$ cat src/rtl/spi_frame_fsm.sv
// SPI slave frame controller: decodes address, R/W and data from conditioned SCLK/MOSI,
// drives a synchronous memory port and shifts read data out on MISO.
module spi_frame_fsm #(
    parameter int unsigned ADDR_WIDTH = 7,
    parameter int unsigned DATA_WIDTH = 8
) (
    input  logic                  clk,
    input  logic                  reset,
    input  logic                  cs_cond,
    input  logic                  sclk_rise,
    input  logic                  sclk_fall,
    input  logic                  mosi_cond,
    input  logic [DATA_WIDTH-1:0] mem_rdata,
    output logic [ADDR_WIDTH-1:0] mem_addr,
    output logic [DATA_WIDTH-1:0] mem_wdata,
    output logic                  mem_we,
    output logic                  miso,
    output logic                  miso_oe
);

    localparam int unsigned HDR_BITS = ADDR_WIDTH + 1;
    localparam int unsigned RX_W     = (HDR_BITS > DATA_WIDTH) ? HDR_BITS : DATA_WIDTH;
    localparam int unsigned CNT_W    = $clog2(RX_W + 1);
    localparam logic [CNT_W-1:0] HDR_LAST  = CNT_W'(ADDR_WIDTH);
    localparam logic [CNT_W-1:0] DATA_LAST = CNT_W'(DATA_WIDTH - 1);

    typedef enum logic [2:0] {
        ST_IDLE,
        ST_GET_ADDR,
        ST_READ_LOAD,
        ST_READ_SHIFT,
        ST_WRITE_SHIFT,
        ST_WRITE_COMMIT,
        ST_DONE
    } state_e;

    state_e                state_q, state_d;
    logic [RX_W-1:0]       rx_q, rx_d, rx_shift;
    logic [CNT_W-1:0]      cnt_q, cnt_d;
    logic [DATA_WIDTH-1:0] tx_q, tx_d;
    logic [ADDR_WIDTH-1:0] mem_addr_q, mem_addr_d;
    logic [DATA_WIDTH-1:0] mem_wdata_q, mem_wdata_d;
    logic                  mem_we_q, mem_we_d;
    logic                  miso_q, miso_d;
    logic                  miso_oe_q, miso_oe_d;

    always_ff @(posedge clk) begin
        if (reset) begin
            state_q     <= ST_IDLE;
            rx_q        <= '0;
            cnt_q       <= '0;
            tx_q        <= '0;
            mem_addr_q  <= '0;
            mem_wdata_q <= '0;
            mem_we_q    <= 1'b0;
            miso_q      <= 1'b0;
            miso_oe_q   <= 1'b0;
        end else begin
            state_q     <= state_d;
            rx_q        <= rx_d;
            cnt_q       <= cnt_d;
            tx_q        <= tx_d;
            mem_addr_q  <= mem_addr_d;
            mem_wdata_q <= mem_wdata_d;
            mem_we_q    <= mem_we_d;
            miso_q      <= miso_d;
            miso_oe_q   <= miso_oe_d;
        end
    end

    always_comb begin
        state_d     = state_q;
        rx_d        = rx_q;
        cnt_d       = cnt_q;
        tx_d        = tx_q;
        mem_addr_d  = mem_addr_q;
        mem_wdata_d = mem_wdata_q;
        mem_we_d    = 1'b0;
        miso_d      = miso_q;
        miso_oe_d   = miso_oe_q;
        rx_shift    = {rx_q[RX_W-2:0], mosi_cond};

        // Chip-select release aborts the frame ahead of any SCLK activity
        if (state_q != ST_IDLE && cs_cond) begin
            state_d   = ST_IDLE;
            miso_oe_d = 1'b0;
            cnt_d     = '0;
        end else begin
            case (state_q)
                ST_IDLE: begin
                    if (!cs_cond) begin
                        state_d = ST_GET_ADDR;
                        cnt_d   = '0;
                        rx_d    = '0;
                    end
                end
                ST_GET_ADDR: begin
                    if (sclk_rise) begin
                        rx_d = rx_shift;
                        if (cnt_q == HDR_LAST) begin
                            mem_addr_d = rx_shift[ADDR_WIDTH:1];
                            cnt_d      = '0;
                            state_d    = rx_shift[0] ? ST_READ_LOAD : ST_WRITE_SHIFT;
                        end else begin
                            cnt_d = cnt_q + CNT_W'(1);
                        end
                    end
                end
                ST_READ_LOAD: begin
                    tx_d      = mem_rdata;
                    miso_oe_d = 1'b1;
                    state_d   = ST_READ_SHIFT;
                end
                ST_READ_SHIFT: begin
                    // A rise coinciding with a fall wins; the fall is dropped
                    if (sclk_rise) begin
                        if (cnt_q == DATA_LAST) begin
                            cnt_d     = '0;
                            miso_oe_d = 1'b0;
                            state_d   = ST_DONE;
                        end else begin
                            cnt_d = cnt_q + CNT_W'(1);
                        end
                    end else if (sclk_fall) begin
                        miso_d = tx_q[DATA_WIDTH-1];
                        tx_d   = {tx_q[DATA_WIDTH-2:0], 1'b0};
                    end
                end
                ST_WRITE_SHIFT: begin
                    if (sclk_rise) begin
                        rx_d = rx_shift;
                        if (cnt_q == DATA_LAST) begin
                            mem_wdata_d = rx_shift[DATA_WIDTH-1:0];
                            mem_we_d    = 1'b1;
                            cnt_d       = '0;
                            state_d     = ST_WRITE_COMMIT;
                        end else begin
                            cnt_d = cnt_q + CNT_W'(1);
                        end
                    end
                end
                ST_WRITE_COMMIT: begin
                    state_d = ST_DONE;
                end
                ST_DONE: begin
                    miso_oe_d = 1'b0;
                end
                default: begin
                    state_d = ST_IDLE;
                end
            endcase
        end
    end

    assign mem_addr  = mem_addr_q;
    assign mem_wdata = mem_wdata_q;
    assign mem_we    = mem_we_q;
    assign miso      = miso_q;
    assign miso_oe   = miso_oe_q;

endmodule

$ cat config.mk
export PLATFORM = sky130hd
export DESIGN_NAME = spi_frame_fsm
export DESIGN_NICKNAME = d
export VERILOG_FILES = /design/src/rtl/spi_frame_fsm.sv
export SDC_FILE = /design/constraint.sdc
export NUM_CORES = 1
export LEC_CHECK = 0
export CELL_PAD_IN_SITES_DETAIL_PLACEMENT = 0
export CELL_PAD_IN_SITES_GLOBAL_PLACEMENT = 1
export CORE_MARGIN = 10
export CORE_UTILIZATION = 42
export DETAILED_ROUTE_END_ITERATION = 10
export PLACE_DENSITY = 0.89
export SYNTH_ARGS = -nofsm -noshare
export SYNTH_HDL_FRONTEND = slang
export SYNTH_SLANG_ARGS = --single-unit
$ cat constraint.sdc
create_clock -name clk -period 3.57 [get_ports clk]
set_input_delay 0.714 -clock clk [delete_from_list [all_inputs] [get_ports clk]]
set_output_delay 0.714 -clock clk [all_outputs]
set_load 0.005 [all_outputs]
After elaboration in Yosys (flattened, before gate mapping)
Cells that the tools add are included.
{ "op_classes": {"addsub": 1, "n_eq_ne": 18, "n_mux": 23, "n_bitwise": 4, "reduce_logical": 19} }
{ "ops": {"columns": ["operator", "count"], "rows": [
  ["$mux 3", 8],
  ["$pmux 3 s7", 1],
  ["$reduce_and 4->1", 5],
  ["$ne 2x2->1 const B", 9],
  ["$mux 8", 2],
  ["$pmux 8 s2", 1],
  ["$mux 7", 2],
  ["$pmux 7 s2", 1],
  ["$mux 4", 3],
  ["$eq 3x3->1 const B", 3],
  ["$pmux 4 s2", 1],
  ["$reduce_and 8->1", 1],
  ["$eq 3x2->1 const B", 2],
  ["$reduce_and 3->1", 2],
  ["$reduce_bool 2->1", 3],
  ["$reduce_bool 3->1", 2],
  ["$add 4x1->4 const B", 1],
  ["$eq 4x3->1 const B", 1],
  ["$ne 2x1->1 const B", 2],
  ["$not 1->1", 4],
  ["$reduce_or 2->1", 2],
  ["$reduce_or 4->1", 1],
  ["$eq 3x1->1 const B", 1],
  ["$logic_not 3->1", 1],
  ["other kinds (4)", 6]
]} }
{ "word_totals": {"regBits": 40, "inputBits": 14, "output_inout_bits": 18, "wordCells": 74} }

Logic depth before layout (Yosys ltp)
{ "depth": {"word_depth": 4, "ltp_mapped": 7, "mapped_depth_nobuf": 5} }

Worst setup path after synthesis
Ideal clock, no wire load.
{ "synth_path": {"path_kind": "in2reg", "startpoint": "input port cs_cond", "endpoint": "register mem_wdata_q[0] (netlist: mem_wdata[0])", "setup_ns": 0.128, "arrival_ns": 1.849, "required_ns": 3.442, "setup_slack_ns": 1.593, "cell_stages": 7, "path_buffers": 3, "cell_sequence": "buf_6 or2_1 buf_6 or3_4 buf_6 mux2i_1 nor2_1"} }
{ "synth_via": {"elab_chain_cells": 3} }
{ "synth_rtl": {"columns": ["item", "line_no", "rtl"], "rows": [
  ["from (decl)", "9", "input logic cs_cond,"],
  ["$logic_and 1x1->1", "84", "if (state_q != ST_IDLE && cs_cond) begin"],
  ["$not 1->1 (no source line)", null, null],
  ["$reduce_and 4->1 (no source line)", null, null],
  ["to (signal assigned)", "64", "mem_wdata_q <= mem_wdata_d;"],
  ["to (decl)", "42", "logic [DATA_WIDTH-1:0] mem_wdata_q, mem_wdata_d;"]
]} }
Every way passes these cells.
A chain may end at the register's enable or synchronous reset.

Final worst setup path
{ "layout_path": {"startpoint": "register state_q[0]", "endpoint": "register mem_addr_q[0] (netlist: mem_addr[0])"} }
{ "layout_via": {"elab_chain_cells": 4, "elab_cells_between_ends": 5, "classes_between": "eq/ne (1); bitwise (1); reduce/logical (3)"} }
{ "layout_rtl": {"columns": ["item", "line_no", "rtl"], "rows": [
  ["from (decl)", "37", "state_e state_q, state_d;"],
  ["from (signal assigned)", "59", "state_q <= state_d;"],
  ["$reduce_bool 3->1", "84", null],
  ["$logic_and 1x1->1", "84", null],
  ["$not 1->1 (no source line)", null, null],
  ["$reduce_and 4->1 (no source line) *", null, null],
  ["to (signal assigned)", "63", "mem_addr_q <= mem_addr_d;"],
  ["to (decl)", "41", "logic [ADDR_WIDTH-1:0] mem_addr_q, mem_addr_d;"]
]} }
Every way passes the cells marked *; elsewhere a longest branch is shown, timed or not.

==> results.cfg <==
[logic_synthesis]
synth_area_leaders = dfxtp_1 44%, mux2i_1 8.8%, nor2_1 6.2%
synthCells = 205
syn-cell-area_um2 = 1818
ys_types = 44
synth_edf_count = 0
ys_async_sr_fraction = 0
synth_largest_area_cell = dfxtp_1
ys_warn_count = 0
synth_seq_cells = 40
synthFlopType = dfxtp_1
yosysTopAreaCellShare = 0.4405
yosysSeqAreaShare = 0.4405
synthesis.nets = 220
avgSynthCellArea_um2 = 8.868

[timing]
rsz0062_at_grt = no
setup_tns_ns = 0
slew_headroom = 0.4282
hold_viol = 0
worstMarginPinSlew_ns = 0.8560
drv_slew = 0
setup_viol = 0
fin_crit_ns = 2.294
finClkSkew_ns = 0.005350
period_share = 0.6427
max_freq_ghz = 0.4358

[setup_path]
worst_setup_path_end_kind = register
cp_top_family = simple AND/OR/NAND/NOR gates
critPathKind = register to register
r2r_cells = 4
cp_cell_sequence = nor2b_1 > nand3_2 > mux2i_1 > nor2_1
startpoint = state_q[0]
cp-start-kind = register
slowest_delay_ns = 0.76
slowest_stage = nor2b_1
worstPathArrival_ns = 2.46
path_max_fanout = 17
crit_buf_inv = 0
endpoint = mem_addr[0]
cp_num_cells = 4
reg2reg_from = state_q[0]
critical_path_required_ns = 3.73
reg2reg_slack_ns = 1.28
r2r-end = mem_addr[0]

[cts]
cts_tree = built
cts_made_buffers = 5
clkTransAtPathRegs_ns = 0.08
insertion_delay_ns = 0.30
cts.sinks = 40
cts_hold_buffers = 0
post_cts_buffers = 0
post_cts_resized = 0
h-tree-depth = 2
clockRootBuffer = clkbuf_8
clock_path_buffers = 2

[grt]
grt_max_degree = 25
grt_pass1_vias = 1507
busiest_layer = met2
gr-total-overflow = 0
antenna_found_initial = 0
use_met1 = 0.1272
use_met2 = 0.1812
grt.met3_usage = 0.05487
grt_pass1_wl_um = 6962
track_usage = 0.1128

[power]
p_leak_nw = 0.8539
p_per_area_nw_per_um2 = 392.3
vdd_drop_max_uv = 267.5

[run_status]
outcome = finished clean

[placement]
port_buffers = 31
routabilityCongestion = 0.7937
dp_hpwl_um = 2903
place_inst = 273

[route]
drtPass1Iterations = 5
drc = 0
vias_per_cell = 5.402
ant_nets = 0
wirelength_um = 4011
drt_iter0_drc = 66
vias = 1518
wl_per_cell_um = 14.27

[cells_and_area]
nets = 245
syn_to_final_growth_pct = 22.71
drive_gt1_frac = 0.06061
antenna_cells = 0
fin_cells = 281

[min_path]
hp-class = register to register

[die]
die_h_um = 85.79
die_w_um = 85.79
io_pins = 32
dieArea_um2 = 7360
coreArea_um2 = 4086
start_util = 0.4449
num_rows = 23

[run]
drv_cap = 0
[cell usage in the layout (no fill, tap or decap), types with 2 or more instances in the layout]
cell type / instances
nand3b_1: 2
nor2_1: 30
a21oi_1: 15
nand2b_1: 5
nand3_1: 10
nand4b_1: 2
nor3_1: 2
nor3b_1: 2
nor2b_1: 3
a311oi_1: 7
clkdlybuf4s50_1: 31
nand2_1: 9
maj3_1: 2
clkbuf_8: 5
dfxtp_1: 40
o21ai_0: 11
o21a_1: 2
mux2i_1: 16
nand4_1: 7
inv_1: 5
[flip-flops by register name, summed over array words and instances, names as in the netlist]
register   flops
mem_wdata      8
rx_q           7
miso           1
tx_q           8
mem_addr       7
state_q        3
cnt_q          4
miso_oe        1
mem_we         1
[routing by layer]
metal / up-vias / wire length [um]
met5: - / 0
met4: 0 / 38
met3: 5 / 295
met2: 30 / 1850
met1: 695 / 1827
li1: 788 / -
[metrics by stage]
| step | power, mW | hold slack (ns) | setup WS, ns | util | instance area (um2) |
|---|---|---|---|---|---|
| floorplan | 0.4894 | 0.4463 | 1.593 | - | 1818 |
| global placement | 0.5091 | 0.4635 | 1.068 | 0.5178 | 2116 |
| detailed placement | 0.5092 | 0.4650 | 1.016 | 0.5178 | 2116 |
| CTS | 0.8880 | 0.4763 | 1.277 | 0.5459 | 2231 |
| global route | 0.9123 | 0.4996 | 1.050 | 0.5459 | 2231 |
| finish | 0.8751 | 0.4753 | 1.276 | 0.5459 | 2231 |
[layout make-up]
cell class              count  area [um2]
repair buffers             32       317.8
flip-flops and latches     40       800.8
fillers                   399        1856
clock buffers               5       68.82
inverters                   5       18.77
multi-input cells         146       915.9
well taps                  50       62.56
clock inverters             3       46.29
[worst register-to-register path, stage by stage (launching register included)]
cell and delay [ns]:
dfxtp_1 0.66, nor2b_1 0.76, nand3_2 0.42, mux2i_1 0.27, nor2_1 0.05
[cells in the mapped netlist, drive strengths merged, types with 2 or more instances]
cell,count
dfxtp,40
nor2,30
mux2i,16
a21oi,15
nand3,11
o21ai,11
nand2,9
buf,8
a311oi,7
nand4,7
clkbuf,6
inv,5
nand2b,5
nor2b,3
a21boi,2
maj3,2
nand3b,2
nand4b,2
nor3,2
nor3b,2
o21a,2
or3,2
[power breakdown]
part	leakage, nW	internal (mW)	switching, mW
combinational	0.477	0.0212	0.0266
sequential	0.322	0.447	0.00342
clock	0.0548	0.210	0.166
total	0.854	0.679	0.196
[how the worst min path moves through the flow]
stage / endpoint / depth (start not counted) / startpoint / slack [ns]
final: tx_q[0] / 2 / tx_q[0] / 0.48
after global routing: cnt_q[1] / 2 / cnt_q[1] / 0.50
after CTS: cnt_q[1] / 2 / cnt_q[1] / 0.48
after detailed placement: cnt_q[1] / 2 / cnt_q[1] / 0.46
after global placement: cnt_q[1] / 2 / cnt_q[1] / 0.46
after floorplan: tx_q[0] / 2 / tx_q[0] / 0.45
[kinds of logic (layout without fill, tap and decap cells)]
group / after synthesis / after routing / synth area share
adder cells (fa/ha/maj): 3 / 3 / 0.01789
AND/OR/NAND/NOR: 80 / 80 / 0.2292
AO/OA/AOI/OAI: 46 / 46 / 0.1624
buffers and inverters: 19 / 45 / 0.05574
multiplexers: 17 / 17 / 0.09429
flip-flops: 40 / 40 / 0.4405
Note: power is estimated with default switching activity, not from simulation.
